`src/rtl/mcr_nvram_upload_pkg.sv`:
```
// Shared MCR definitions: ioctl index for NVRAM, upload FSM states and an
// address range helper used by the NVRAM upload responder.
package mcr_pkg;

  localparam logic [7:0] NVRAM_IOCTL_INDEX = 8'd4;
  localparam int         IOCTL_ADDR_W      = 25;

  typedef enum logic [1:0] {
    IDLE,
    FETCH,
    OOR
  } nv_state_t;

  // True when a byte address fits inside a RAM of 2^aw bytes.
  function automatic logic addr_in_range(input logic [IOCTL_ADDR_W-1:0] addr,
                                         input int unsigned aw);
    return (addr >> aw) == '0;
  endfunction

endpackage

```
`src/rtl/mcr_nvram_upload_if.sv`:
```
// ioctl upload channel between hps_io (master) and an upload responder (slave).
interface mcr_nvram_upload_if;

  logic                            ioctl_upload;
  logic [7:0]                      ioctl_index;
  logic [mcr_pkg::IOCTL_ADDR_W-1:0] ioctl_addr;
  logic                            ioctl_rd;
  logic [7:0]                      ioctl_din;
  logic                            ioctl_wait;

  modport master (
    output ioctl_upload, ioctl_index, ioctl_addr, ioctl_rd,
    input  ioctl_din, ioctl_wait
  );

  modport slave (
    input  ioctl_upload, ioctl_index, ioctl_addr, ioctl_rd,
    output ioctl_din, ioctl_wait
  );

endinterface

```
`src/rtl/mcr_nvram_upload.sv`:
```
// Serves NVRAM bytes to the HPS over the ioctl upload channel, tracks CPU
// writes to NVRAM and requests a save when the OSD opens with unsaved data.
module mcr_nvram_upload
  import mcr_pkg::*;
#(
  parameter logic [7:0] NV_INDEX = NVRAM_IOCTL_INDEX,
  parameter int         ADDR_W   = 10,
  parameter int         RD_LAT   = 1
) (
  input  logic              clk_sys,
  input  logic              reset_n,
  mcr_nvram_upload_if.slave ioctl,
  output logic [ADDR_W-1:0] nvram_addr,
  output logic              nvram_rd,
  input  logic [7:0]        nvram_q,
  input  logic              nvram_cpu_wr,
  input  logic              osd_status,
  output logic              dirty,
  output logic              upload_req
);

  localparam logic [1:0] LAT_INIT = 2'(RD_LAT);

  nv_state_t         state_q, state_d;
  logic [1:0]        lat_q, lat_d;
  logic [7:0]        din_q, din_d;
  logic              wait_q, wait_d;
  logic              rd_q, rd_d;
  logic [ADDR_W-1:0] addr_q, addr_d;

  logic req_ok;
  logic nv_sel;

  assign nv_sel = (ioctl.ioctl_index == NV_INDEX);
  assign req_ok = ioctl.ioctl_rd & ioctl.ioctl_upload & nv_sel;

  // NOTE: every output of this block gets a default before the case so no
  // path leaves a signal unassigned, which would otherwise infer a latch.
  always_comb begin
    state_d = state_q;
    lat_d   = lat_q;
    din_d   = din_q;
    wait_d  = wait_q;
    rd_d    = 1'b0;
    addr_d  = addr_q;

    unique case (state_q)
      IDLE: begin
        if (req_ok) begin
          wait_d = 1'b1;
          if (addr_in_range(ioctl.ioctl_addr, ADDR_W)) begin
            state_d = FETCH;
            addr_d  = ioctl.ioctl_addr[ADDR_W-1:0];
            rd_d    = 1'b1;
            lat_d   = LAT_INIT;
          end else begin
            state_d = OOR;
          end
        end
      end

      // Counter runs RD_LAT..0, so data is captured RD_LAT+1 edges after the
      // request, one edge after the RAM output becomes valid.
      FETCH: begin
        if (lat_q == 2'd0) begin
          din_d   = nvram_q;
          wait_d  = 1'b0;
          state_d = IDLE;
        end else begin
          lat_d = lat_q - 2'd1;
        end
      end

      OOR: begin
        din_d   = 8'hFF;
        wait_d  = 1'b0;
        state_d = IDLE;
      end

      default: begin
        wait_d  = 1'b0;
        state_d = IDLE;
      end
    endcase
  end

  // NOTE: state is updated with non-blocking assignments so every register
  // samples the pre-edge values regardless of statement order.
  always_ff @(posedge clk_sys or negedge reset_n) begin
    if (!reset_n) begin
      state_q <= IDLE;
      lat_q   <= '0;
      din_q   <= 8'h00;
      wait_q  <= 1'b0;
      rd_q    <= 1'b0;
      addr_q  <= '0;
    end else begin
      state_q <= state_d;
      lat_q   <= lat_d;
      din_q   <= din_d;
      wait_q  <= wait_d;
      rd_q    <= rd_d;
      addr_q  <= addr_d;
    end
  end

  assign ioctl.ioctl_din  = din_q;
  assign ioctl.ioctl_wait = wait_q;
  assign nvram_addr       = addr_q;
  assign nvram_rd         = rd_q;

  logic upload_q;
  logic osd_q;
  logic wr_seen_q;
  logic dirty_q;
  logic req_q;
  logic upload_fall;

  assign upload_fall = upload_q & ~ioctl.ioctl_upload;

  // A write seen during an NVRAM upload may postdate the byte the HPS already
  // fetched, so the end of that upload must not clear dirty.
  always_ff @(posedge clk_sys or negedge reset_n) begin
    if (!reset_n) begin
      upload_q  <= 1'b0;
      osd_q     <= 1'b0;
      wr_seen_q <= 1'b0;
      dirty_q   <= 1'b0;
      req_q     <= 1'b0;
    end else begin
      upload_q <= ioctl.ioctl_upload;
      osd_q    <= osd_status;
      req_q    <= osd_status & ~osd_q & dirty_q & ~ioctl.ioctl_upload;

      if (upload_fall) begin
        wr_seen_q <= 1'b0;
      end else if (nvram_cpu_wr && ioctl.ioctl_upload && nv_sel) begin
        wr_seen_q <= 1'b1;
      end

      if (nvram_cpu_wr) begin
        dirty_q <= 1'b1;
      end else if (upload_fall && nv_sel) begin
        dirty_q <= wr_seen_q;
      end
    end
  end

  assign dirty      = dirty_q;
  assign upload_req = req_q;

endmodule

```
`src/flat_wrapper.sv`:
```
// flat-port wrapper written by rule: the top's interface ports become plain ports
module mcr_nvram_upload_flat import mcr_pkg::*;
#(
  parameter logic [7:0] NV_INDEX = NVRAM_IOCTL_INDEX,
  parameter int         ADDR_W   = 10,
  parameter int         RD_LAT   = 1
)
  (clk_sys, reset_n, nvram_addr, nvram_rd, nvram_q, nvram_cpu_wr, osd_status, dirty, upload_req, ioctl_ioctl_upload, ioctl_ioctl_index, ioctl_ioctl_addr, ioctl_ioctl_rd, ioctl_ioctl_din, ioctl_ioctl_wait);
  mcr_nvram_upload_if ioctl_i ();
  input  logic clk_sys;
  input  logic reset_n;
  output logic [ADDR_W-1:0] nvram_addr;
  output logic nvram_rd;
  input  logic [7:0] nvram_q;
  input  logic nvram_cpu_wr;
  input  logic osd_status;
  output logic dirty;
  output logic upload_req;
  input wire logic [$bits(ioctl_i.ioctl_upload)-1:0] ioctl_ioctl_upload;
  input wire logic [$bits(ioctl_i.ioctl_index)-1:0] ioctl_ioctl_index;
  input wire logic [$bits(ioctl_i.ioctl_addr)-1:0] ioctl_ioctl_addr;
  input wire logic [$bits(ioctl_i.ioctl_rd)-1:0] ioctl_ioctl_rd;
  output wire logic [$bits(ioctl_i.ioctl_din)-1:0] ioctl_ioctl_din;
  output wire logic [$bits(ioctl_i.ioctl_wait)-1:0] ioctl_ioctl_wait;
  assign ioctl_i.ioctl_upload = ioctl_ioctl_upload;
  assign ioctl_i.ioctl_index = ioctl_ioctl_index;
  assign ioctl_i.ioctl_addr = ioctl_ioctl_addr;
  assign ioctl_i.ioctl_rd = ioctl_ioctl_rd;
  assign ioctl_ioctl_din = ioctl_i.ioctl_din;
  assign ioctl_ioctl_wait = ioctl_i.ioctl_wait;
  mcr_nvram_upload #(.NV_INDEX(NV_INDEX), .ADDR_W(ADDR_W), .RD_LAT(RD_LAT)) u_core (.clk_sys(clk_sys), .reset_n(reset_n), .ioctl(ioctl_i), .nvram_addr(nvram_addr), .nvram_rd(nvram_rd), .nvram_q(nvram_q), .nvram_cpu_wr(nvram_cpu_wr), .osd_status(osd_status), .dirty(dirty), .upload_req(upload_req));
endmodule
```
`config.mk`:
```
export PLATFORM = sky130hd
export DESIGN_NAME = mcr_nvram_upload_flat
export DESIGN_NICKNAME = d
export VERILOG_FILES = /design/src/rtl/mcr_nvram_upload_pkg.sv /design/src/rtl/mcr_nvram_upload_if.sv /design/src/rtl/mcr_nvram_upload.sv /design/src/flat_wrapper.sv
export SDC_FILE = /design/constraint.sdc
export NUM_CORES = 1
export LEC_CHECK = 0
export BUFFER_PORTS_ARGS = -buffer_cell sky130_fd_sc_hd__buf_2
export CORE_UTILIZATION = 44
export DETAILED_ROUTE_END_ITERATION = 8
export GPL_TIMING_DRIVEN = 0
export HOLD_SLACK_MARGIN = 0.12
export PLACE_DENSITY = 0.83
export SLEW_MARGIN = 20
export SYNTH_ARGS = -nofsm -noshare
export SYNTH_HDL_FRONTEND = slang
export SYNTH_SLANG_ARGS = --single-unit
```
`constraint.sdc`:
```
create_clock -name clk_sys -period 1.7 [get_ports clk_sys]
set_input_delay 0.51 -clock clk_sys [delete_from_list [all_inputs] [get_ports clk_sys]]
set_output_delay 0.51 -clock clk_sys [all_outputs]
set_load 0.01 [all_outputs]
```
==> flow_summary.yaml <==
sta:
  fmax_ghz: 0.614
  finalSetupViolations: 0
  timing.final.ws_setup_ps: 70.8
  maxSlewHeadroom: 0.585
  tightest_slew_ps: 622
  fin_hold_ws_ps: 180
  finalCriticalPeriod_ps: 1630
  fin_tns_setup_ps: 0
  slew_violations: 0
  fin_crit_sh: 0.958
  rsz0062_at_grt: "false"
  hold_viol: 0
  skew_ps: 19.3
power_and_ir_drop:
  switching_share: 0.204
  comb_power_share: 0.083
  p_clk_frac: 0.453
  power_density_nw_per_um2: 861
  power_leakage_nw: 0.953
  p_int_w: 0.00123
  seq_power_share: 0.464
  p_sw_w: 0.000315
  ir_worst_vdd_v: 0.000806
critical_path:
  cp-end-kind: "register"
  path_cells: "and4bb_2, nand3_2, nor2_4, buf_12, mux2_4"
  critical_path.top_delay_family: "simple AND/OR/NAND/NOR gates"
  crit_fanout: 10
  crit_buf_inv: 1
  cpPeakStageDelay_ps: 470
  worst_setup_path_start_kind: "register"
  timing.rr.end: "u_core.nvram_addr[0]"
  arrival_ps: 1830
  timing.rr.start: "u_core.state_q[1]"
  r2r_setup_slack_ps: 70
  cp.required_ps: 1910
  cp_slowest_cell: "dfrtp_2"
  rr_worst_depth: 5
  critical_path_class: "reg2reg"
yosys:
  synthSimpleGateAreaFrac: 0.185
  yosysSeqAreaShare: 0.558
  netlist_area_um2: 1300
  yosys_warnings: 0
  synth_xor_area_frac: 0
  synth_seq_cells: 29
  synth_top_family_by_area: "simple AND/OR/NAND/NOR gates"
  syn_area_per_cell_um2: 12.2
  synth_edf_count: 0
  synth-adder-area-share: 0.00962
  synth.mux.area_fraction: 0.126
  syn_inst: 107
  synth-main-ff-cell: "dfrtp_1"
  synth.distinct_cells: 28
  async_reset_ff_frac: 1.00
  synth_compound_area_frac: 0.0837
  syn_nets: 155
routing:
  drt_iter0_markers: 57
  drc: 0
  via_per_inst: 5.31
  vias: 1141
  wl_um: 2840
  first_pass_iters: 5
  routedWlPerCell_um: 13.2
  drtAntennaViolNets: 0
die:
  coreArea_um2: 2780
  rows: 19
  initial_core_util: 0.468
  dieArea_um2: 3180
  die-width_um: 56.4
  fp.dieH_um: 56.4
  pin_count: 69
cells_and_area:
  synthToLayoutAreaGrowth_pct: 37.7
  n_fill_cell: 237
  drive_gt1_frac: 0.522
  final_area_um2: 1790
  fin_cells: 215
  fin_nets: 231
  layout_common_cells: "buf_2 (68), dfrtp_1 (28), o21ai_0 (9), a21oi_1 (9), nor2_1 (9)"
  layout_commonest_cell: "buf_2"
  num_antenna_cells: 0
place:
  place_area_um2: 1680
  hpwl_um: 2180
  port_buffers: 68
  gp_congestion: 0.764
  place_ws_ps: -221
  place_inst: 206
run_status:
  status: "completed"
grt:
  grt-ovfl-total: 0
  grtUsageTotal: 0.204
  grt_max_degree: 30
  grt_pass1_vias: 1184
  antenna_found_initial: 0
  grt_pass1_wl_um: 4930
cts:
  clk_pin_slew_ps: 110
  cts_tree: "built"
  insertion_delay_ps: 330
  clkSinkCount: 29
  cts_buffers: 5
  root_buffer: "clkbuf_4"
  clockBufferDepth: 2
  htreeDepth: 2
flow_run:
  drv_cap: 0
worst_hold_path:
  hold_path.class: "in2async"
cell usage after synthesis (2+ instances only):
cell | number | area [µm²]
dfrtp_1 | 29 | 726
a21oi_1 | 9 | 45.0
nor2_1 | 9 | 33.8
o21ai_0 | 9 | 45.0
mux2_4 | 8 | 120
or3_1 | 7 | 43.8
inv_1 | 6 | 22.5
nand2_1 | 4 | 15.0
mux2_2 | 3 | 33.8
nor4_1 | 3 | 18.8
clkbuf_1 | 2 | 7.51
o22ai_1 | 2 | 12.5
per-stage QoR:
step	total power (W)	utilization
global placement	0.000850	0.604
finish	0.00154	0.644
floorplan	0.000767	-
CTS	0.00156	0.641
detailed placement	0.000858	0.604
global route	0.00160	0.644
state kept, by name, summed over array words and instances (netlist names):
register,count
u_core.nvram_rd,1
u_core.upload_q,1
u_core.wr_seen_q,1
u_core.upload_req,1
u_core.state_q,2
u_core.dirty,1
u_core.ioctl.ioctl_wait,1
u_core.osd_q,1
u_core.nvram_addr,10
u_core.ioctl.ioctl_din,8
u_core.lat_q,2
power by group through the flow:
stage	clock network, W	registers [W]	logic, W
6_report	0.000699	0.000715	0.000128
5_1_grt	0.000741	0.000717	0.000144
4_1_cts	0.000713	0.000715	0.000130
3_5_place_dp	0	0.000728	0.000130
3_3_place_gp	0	0.000727	0.000123
2_1_floorplan	0	0.000734	0.0000324
timing repair:
| item | CTS | global route |
|---|---|---|
| setup endpoints to repair | 1 | 8 |
| buffers inserted | 0 | 1 |
| gates resized for setup | 1 | 0 |
| hold buffers | 0 | 0 |
| pin swaps | 0 | 1 |
| cloned | 0 | 0 |
per-layer routing:
layer	GRT usage	vias up	share of wire
li1	-	532	-
met1	0.223	545	0.40
met2	0.354	55	0.52
met3	0.0668	9	0.061
met4	0.101	0	0.021
met5	0	-	0
logic make-up after synthesis:
logic type | Yosys count
AND/OR/NAND/NOR | 35
flip-flops | 29
AO/OA/AOI/OAI | 21
multiplexers | 12
buffers and inverters | 9
adder cells (fa/ha/maj) | 1
final cells by class:
type | count | area, µm² | share of cell area
flip-flops and latches | 29 | 727 | 0.406
multi-input cells | 69 | 526 | 0.293
well taps | 31 | 38.8 | 0.0216
clock inverters | 3 | 65.1 | 0.0363
plain buffers | 3 | 27.5 | 0.0154
clock buffers | 5 | 37.5 | 0.0209
repair buffers | 69 | 348 | 0.194
inverters | 6 | 22.5 | 0.0126
worst max-delay path by stage:
| stage | startpoint | end | cells after the start |
|---|---|---|---|
| after global routing | u_core.state_q[1] | u_core.nvram_addr[0] | 5 |
| final | u_core.state_q[1] | u_core.nvram_addr[0] | 5 |
| after CTS | u_core.state_q[1] | u_core.nvram_addr[0] | 5 |
| after detailed placement | ioctl_ioctl_index[5] | u_core.nvram_addr[8] | 6 |
| after floorplan | ioctl_ioctl_index[1] | u_core.nvram_addr[0] | 5 |
| after global placement | ioctl_ioctl_index[5] | u_core.nvram_addr[0] | 6 |
(Power assumes the default switching activity.)
